<file path="src/rtl/udp_tx_pkg.sv">
// Shared types and constants for the UDP transmit scheduler.
package udp_tx_pkg;

    typedef enum logic [2:0] {
        IDLE,
        CLEAR,
        START,
        STREAM,
        WAIT_FIN,
        DONE
    } tx_state_t;

    localparam logic [15:0] UDP_HDR_LEN = 16'd8;
    localparam int WORD_BYTES = 4;

    // Payload bytes to 32-bit words, rounded up; 17-bit sum so 0xFFFF cannot wrap.
    function automatic logic [14:0] len_to_words(input logic [15:0] len);
        logic [16:0] sum;
        sum = {1'b0, len} + 17'(WORD_BYTES - 1);
        return sum[16:2];
    endfunction

endpackage

</file>
<file path="src/rtl/rr_arbiter.sv">
// Combinational round-robin pick: first request strictly after 'last', wrapping.
module rr_arbiter #(
    parameter int NUM_REQ = 2,
    parameter int IDX_W   = (NUM_REQ > 1) ? $clog2(NUM_REQ) : 1
) (
    input  logic [NUM_REQ-1:0] req,
    input  logic [IDX_W-1:0]   last,
    input  logic               en,
    output logic [NUM_REQ-1:0] gnt,
    output logic [IDX_W-1:0]   idx
);

    logic             found;
    logic [IDX_W-1:0] cand;

    always_comb begin
        gnt   = '0;
        idx   = '0;
        found = 1'b0;
        cand  = '0;
        for (int k = 1; k <= NUM_REQ; k++) begin
            cand = IDX_W'((int'(last) + k) % NUM_REQ);
            if (en && !found && req[cand]) begin
                found     = 1'b1;
                gnt[cand] = 1'b1;
                idx       = cand;
            end
        end
    end

endmodule

</file>
<file path="src/rtl/udp_tx_scheduler.sv">
// Shares one UDP encoder among NUM_REQ requesters: arbitrate, latch header,
// sequence clear/start/payload/fin, and hand the result back to the owner.
//
// state    | meaning
// IDLE     | arbitrate; latch grant, header and word count
// CLEAR    | enc_reset pulse
// START    | enc_start pulse, arm fin timer
// STREAM   | owner payload muxed straight to the encoder
// WAIT_FIN | wait for enc_fin or timer terminal count
// DONE     | done pulse to owner, encoder reset, grant released
module udp_tx_scheduler
    import udp_tx_pkg::*;
#(
    parameter int NUM_REQ     = 2,
    parameter int FIN_TIMEOUT = 64
) (
    input  logic                  clk,
    input  logic                  reset,
    input  logic [NUM_REQ-1:0]    req,
    input  logic [16*NUM_REQ-1:0] req_src_port,
    input  logic [16*NUM_REQ-1:0] req_dest_port,
    input  logic [16*NUM_REQ-1:0] req_len,
    input  logic [NUM_REQ-1:0]    req_no_chksum,
    input  logic [32*NUM_REQ-1:0] req_data,
    input  logic [NUM_REQ-1:0]    req_data_av,
    output logic [NUM_REQ-1:0]    grant,
    output logic [NUM_REQ-1:0]    done,
    output logic                  done_err,
    output logic [15:0]           checksum,
    output logic [15:0]           udp_len,
    output logic                  enc_reset,
    output logic                  enc_start,
    output logic                  enc_no_chksum,
    output logic                  enc_data_av,
    output logic [15:0]           enc_src_port,
    output logic [15:0]           enc_dest_port,
    output logic [15:0]           enc_len,
    output logic [31:0]           enc_data,
    input  logic                  enc_fin,
    input  logic [15:0]           enc_checksum,
    input  logic [15:0]           enc_len_out
);

    localparam int IDX_W = (NUM_REQ > 1) ? $clog2(NUM_REQ) : 1;
    localparam int TMR_W = $clog2(FIN_TIMEOUT + 1);
    localparam logic [TMR_W-1:0] TMR_LOAD = TMR_W'(FIN_TIMEOUT - 1);

    tx_state_t state, state_nxt;

    logic [15:0] src_arr  [NUM_REQ];
    logic [15:0] dst_arr  [NUM_REQ];
    logic [15:0] len_arr  [NUM_REQ];
    logic [31:0] data_arr [NUM_REQ];

    for (genvar i = 0; i < NUM_REQ; i++) begin : g_unpack
        assign src_arr[i]  = req_src_port[16*i +: 16];
        assign dst_arr[i]  = req_dest_port[16*i +: 16];
        assign len_arr[i]  = req_len[16*i +: 16];
        assign data_arr[i] = req_data[32*i +: 32];
    end

    logic [NUM_REQ-1:0] arb_gnt;
    logic [IDX_W-1:0]   arb_idx;
    logic [IDX_W-1:0]   owner;
    logic [NUM_REQ-1:0] grant_q;
    logic [15:0]        hdr_src, hdr_dst, hdr_len;
    logic               hdr_no_chksum;
    logic [14:0]        words_left;
    logic [TMR_W-1:0]   fin_tmr;
    logic [15:0]        checksum_q, udp_len_q;
    logic               err_q;

    rr_arbiter #(
        .NUM_REQ (NUM_REQ),
        .IDX_W   (IDX_W)
    ) u_arb (
        .req  (req),
        .last (owner),
        .en   (state == IDLE),
        .gnt  (arb_gnt),
        .idx  (arb_idx)
    );

    always_ff @(posedge clk) begin
        if (reset) begin
            state <= IDLE;
        end else begin
            state <= state_nxt;
        end
    end

    always_comb begin
        state_nxt   = state;
        enc_start   = 1'b0;
        enc_data_av = 1'b0;
        enc_data    = '0;
        done        = '0;
        done_err    = 1'b0;
        enc_reset   = reset;
        case (state)
            IDLE:     if (|req) state_nxt = CLEAR;
            CLEAR: begin
                enc_reset = 1'b1;
                state_nxt = START;
            end
            START: begin
                enc_start = 1'b1;
                state_nxt = (words_left != '0) ? STREAM : WAIT_FIN;
            end
            STREAM: begin
                enc_data_av = req_data_av[owner];
                enc_data    = data_arr[owner];
                if (enc_data_av && words_left == 15'd1) state_nxt = WAIT_FIN;
            end
            WAIT_FIN: if (enc_fin || fin_tmr == '0) state_nxt = DONE;
            DONE: begin
                done      = grant_q;
                done_err  = err_q;
                enc_reset = 1'b1;
                state_nxt = IDLE;
            end
            default:  state_nxt = IDLE;
        endcase
    end

    always_ff @(posedge clk) begin
        if (reset) begin
            owner         <= IDX_W'(NUM_REQ - 1);
            grant_q       <= '0;
            hdr_src       <= '0;
            hdr_dst       <= '0;
            hdr_len       <= '0;
            hdr_no_chksum <= 1'b0;
            words_left    <= '0;
            fin_tmr       <= '0;
            checksum_q    <= '0;
            udp_len_q     <= '0;
            err_q         <= 1'b0;
        end else begin
            case (state)
                IDLE: begin
                    if (|req) begin
                        grant_q       <= arb_gnt;
                        owner         <= arb_idx;
                        hdr_src       <= src_arr[arb_idx];
                        hdr_dst       <= dst_arr[arb_idx];
                        hdr_len       <= len_arr[arb_idx];
                        hdr_no_chksum <= req_no_chksum[arb_idx];
                        words_left    <= len_to_words(len_arr[arb_idx]);
                    end
                end
                START: fin_tmr <= TMR_LOAD;
                STREAM: begin
                    // Re-arming on every word leaves the timer fresh after the last one.
                    if (enc_data_av) begin
                        words_left <= words_left - 15'd1;
                        fin_tmr    <= TMR_LOAD;
                    end
                end
                WAIT_FIN: begin
                    if (fin_tmr != '0) fin_tmr <= fin_tmr - 1'b1;
                    if (enc_fin) begin
                        checksum_q <= enc_checksum;
                        udp_len_q  <= enc_len_out;
                        err_q      <= 1'b0;
                    end else if (fin_tmr == '0) begin
                        checksum_q <= '0;
                        udp_len_q  <= '0;
                        err_q      <= 1'b1;
                    end
                end
                DONE: grant_q <= '0;
                default: ;
            endcase
        end
    end

    assign grant         = grant_q;
    assign checksum      = checksum_q;
    assign udp_len       = udp_len_q;
    assign enc_src_port  = hdr_src;
    assign enc_dest_port = hdr_dst;
    assign enc_len       = hdr_len;
    assign enc_no_chksum = hdr_no_chksum;

endmodule

</file>
<file path="config.mk">
export PLATFORM = sky130hd
export DESIGN_NAME = udp_tx_scheduler
export DESIGN_NICKNAME = d
export VERILOG_FILES = /design/src/rtl/udp_tx_pkg.sv /design/src/rtl/rr_arbiter.sv /design/src/rtl/udp_tx_scheduler.sv
export SDC_FILE = /design/constraint.sdc
export NUM_CORES = 1
export LEC_CHECK = 0
export BUFFER_PORTS_ARGS = -buffer_cell sky130_fd_sc_hd__buf_4
export CORE_MARGIN = 10
export CORE_UTILIZATION = 30
export CTS_CLUSTER_DIAMETER = 200
export CTS_CLUSTER_SIZE = 16
export DETAILED_ROUTE_END_ITERATION = 16
export SYNTH_ARGS = -nofsm -noshare
export SYNTH_HDL_FRONTEND = slang
export SYNTH_SLANG_ARGS = --single-unit
</file>
<file path="constraint.sdc">
create_clock -name clk -period 5 [get_ports clk]
set_input_delay 0.5 -clock clk [delete_from_list [all_inputs] [get_ports clk]]
set_output_delay 0.5 -clock clk [all_outputs]
set_load 0.005 [all_outputs]
</file>
==> run metrics <==
layout cell share with drive strength beyond 1=37.1%; status=finished clean; Ant. Diodes=0; Largest delay share family, worst path=simple AND/OR/NAND/NOR gates; sequential area share after synthesis=38.6%; CTS tree=yes; Worst Hold Class=in -> reg; mux contribution to synthesized area=approximately 7.3%; Initial Util=a little under a third; H-tree depth=3; Period minus WS final=approximately 3100 ps; dominant cell type by area after synthesis=dfxtp_1; gr ovfl total=0; Post-synth EDFFs=0; clock-pin slew on the worst setup and hold paths=about 80 ps; Num CTS Buffers=9; Netlist Area Pre-Place=~0.0057 mm^2; layout overhead on the synthesized area=50.0%; 1st-iter DRT viols=430; Synth Net Count=~880; root buf cell=clkbuf_16; Synth Area in XOR/XNOR=~2.3%; Detailed Route WL=approximately 25,000 um; FMAX=319 MHz; post-layout net count=between 1,000 and 1,500; Gate Count Post-Synth=679; DRT Pass-1 Iters=5; Clock Latency Late Sink=360 ps; final cell count without fillers=approximately 1,200; Die X-Extent=158 um; FF-to-FF setup slack=about 1900 ps; final setup TNS=0 ps; drt drc=0; kind of critical path=reg -> reg; number of global-route vias before repair=6,326; Critical Path AT=between 3000 and 4000 ps; IO Port Bufs=between 300 and 400; top_reg_cell synth=dfxtp_1; Core Area=0.0187 mm^2; crit path launch type=register; commonest non-fill, non-tap cell in the layout=buf_4; Post-Place Setup Slack=1790 ps; DP Wirelength=between 15,000 and 20,000 um; routability cong.=0.869; CTS sink count=110; most frequent cells in the layout=327 x buf_4, 109 x dfxtp_1, 68 x nor2_1; Critical Path RT=5220 ps; cts hold-fix bufs=0; first-pass GRT wire length=37,000 um; Worst Skew=between 5 and 6 ps; Routed Antenna Nets=0; synthesis-stage register bit count=between 100 and 150; measured slew at the worst slew-check pin=1180 ps; Critical Path, Cell by Cell=or3_1 -> nor2_4 -> mux2i_1 -> xor2_1 -> o32ai_1; top-area cell type share of the netlist area=roughly 39%; Worst setup EP type=register; compound-gate portion of the synthesized area=28.1%; CP max FO=48; dominant cells by area after synthesis=dfxtp_1 39%, mux2i_1 6.7%, a22o_1 5.1%; I/O pin count=322; Rows=50; wire length per cell=20.7 um; YS warnings=0; post-CTS sizing=0; vias per cell=around 5.3; max-cap viol count=0; Tcrit/Tclk final=between 60 and 70%; Slew Viols, Final=0; DIE AREA=about 0.025 mm^2; placed insts=1,185; largest family of logic cells by synthesized area=compound AO/OA/AOI/OAI gates; Async SR Flop Fraction=0%; initial antenna violation count=0; Rel. slew slack=21.0%; post-synthesis adder-cell area fraction=less than 1%; via count=approximately 6,400; Lkg Pwr=between 3 and 4 nW; Post-Synth Simple-Gate Area=between 10% and 20%; Setup Viol. Count Final=0; die height=roughly 160 um; fillers=roughly 1,900; CP bufs+invs=0; fin worst setup slack=approximately 1900 ps; Post-CTS Setup Bufs=0; Final Hold Viols=0; Slowest cell on crit path=nor2_4; Netlist cell types=between 60 and 70; pin count of the biggest net entering global routing=79; PwrDens=453 mW/mm^2; Longest Clk Path Bufs=2; Synth Area per Inst=~8.4 um^2; worst vdd ir=between 0.0002 and 0.00025 V; RSZ-0062 raised after global routing=false; CP max stage delay=roughly 1000 ps; All-Layer GR Usage=between 10% and 20%
[cell usage after synthesis (3+ instances only)]
library cell and count:
buf_1 11, o22ai_1 5, xor2_1 11, nand4_1 8, mux2_2 3, a22o_1 33, a211oi_1 15, nand2_1 61
o32ai_1 3, inv_1 9, o21ai_0 26, nand2b_1 3, clkbuf_1 41, a311oi_1 9, ha_1 4, xnor2_1 4
nand3_1 13, a211o_1 3, or3_1 5, a21boi_0 3, and2_1 4, and3_1 11, nor2_1 70, a22oi_1 5
o221ai_1 32, nor4b_1 5, or2_2 3, mux2i_1 38, a21oi_1 55, nor3_1 17, o2111ai_1 3, nor4_1 6
o21a_1 4, nor3b_1 3, o211ai_1 6, dfxtp_1 110
[final cells by class]
cell class	instances	area (um^2)	area share [%]
multi-input combinational	504	3280	38.2
timing repair buffer	327	2450	28.6
sequential	110	2200	25.7
tap	234	293	3.42
clock buffer	9	225	2.63
clock inverter	7	80.1	0.934
inverter	10	37.5	0.438
[flip-flops by register name, indices dropped and copies added, names as in the netlist]
signal         count
checksum          16
grant              2
enc_no_chksum      1
enc_len           16
enc_src_port      16
enc_dest_port     16
fin_tmr            7
owner              1
err_q              1
state              3
words_left        15
udp_len           16
[path summary, 6_finish.rpt]
path                                                        to  depth (start not counted)                           start
worst max-delay path               words_left[13]$_SDFFE_PP0P_                          5           state[2]$_SDFFE_PP0P_
worst min-delay path                        err_q$_SDFFE_PP0P_                          2                         enc_fin
worst max register to register     words_left[13]$_SDFFE_PP0P_                          5           state[2]$_SDFFE_PP0P_
worst min register to register  enc_dest_port[11]$_SDFFE_PP0P_                          2  enc_dest_port[11]$_SDFFE_PP0P_
[per-layer routing]
layer | vias up | GRT usage, % | part of all wire (%)
met5 | - | 0 | 0
met4 | 0 | 4.81 | 1.4
met3 | 20 | 6.16 | 7.9
met2 | 216 | 31.8 | 51
met1 | 3023 | 22.6 | 40
li1 | 3126 | - | -
[power breakdown]
part	internal, mW	switching, mW
logic	0.792	1.03
clock network	0.397	0.364
registers	1.10	0.195
total	2.29	1.59
[worst register-to-register path, delay by kind of cell, from the launching register on]
kind	cells	cell delay, ps
AND/OR/NAND/NOR	2	1660
multiplexers	1	570
flip-flops	1	470
AO/OA/AOI/OAI	1	100
XOR/XNOR	1	190
[kinds of logic (layout without fill, tap and decap cells)]
family                     Yosys count  in the layout
adders and majority gates            4              4
and+or+nand+nor                    220            220
buffers and inverters               65            353
DFF                                110            110
muxes                               41             41
xor gates and xnor gates            15             15
AOI/OAI and AO/OA                  224            224
[metrics by stage]
stage	hold WS (ps)	util (%)	cell area [um^2]	total power [mW]
after global routing	339	45.8	8570	4.15
after CTS	336	45.8	8570	3.91
after global placement	439	44.2	8260	3.13
after detailed placement	447	44.2	8260	3.13
after floorplan	448	-	5710	2.38
final	347	45.8	8570	3.88
Note: power is estimated with default switching activity, not from simulation.
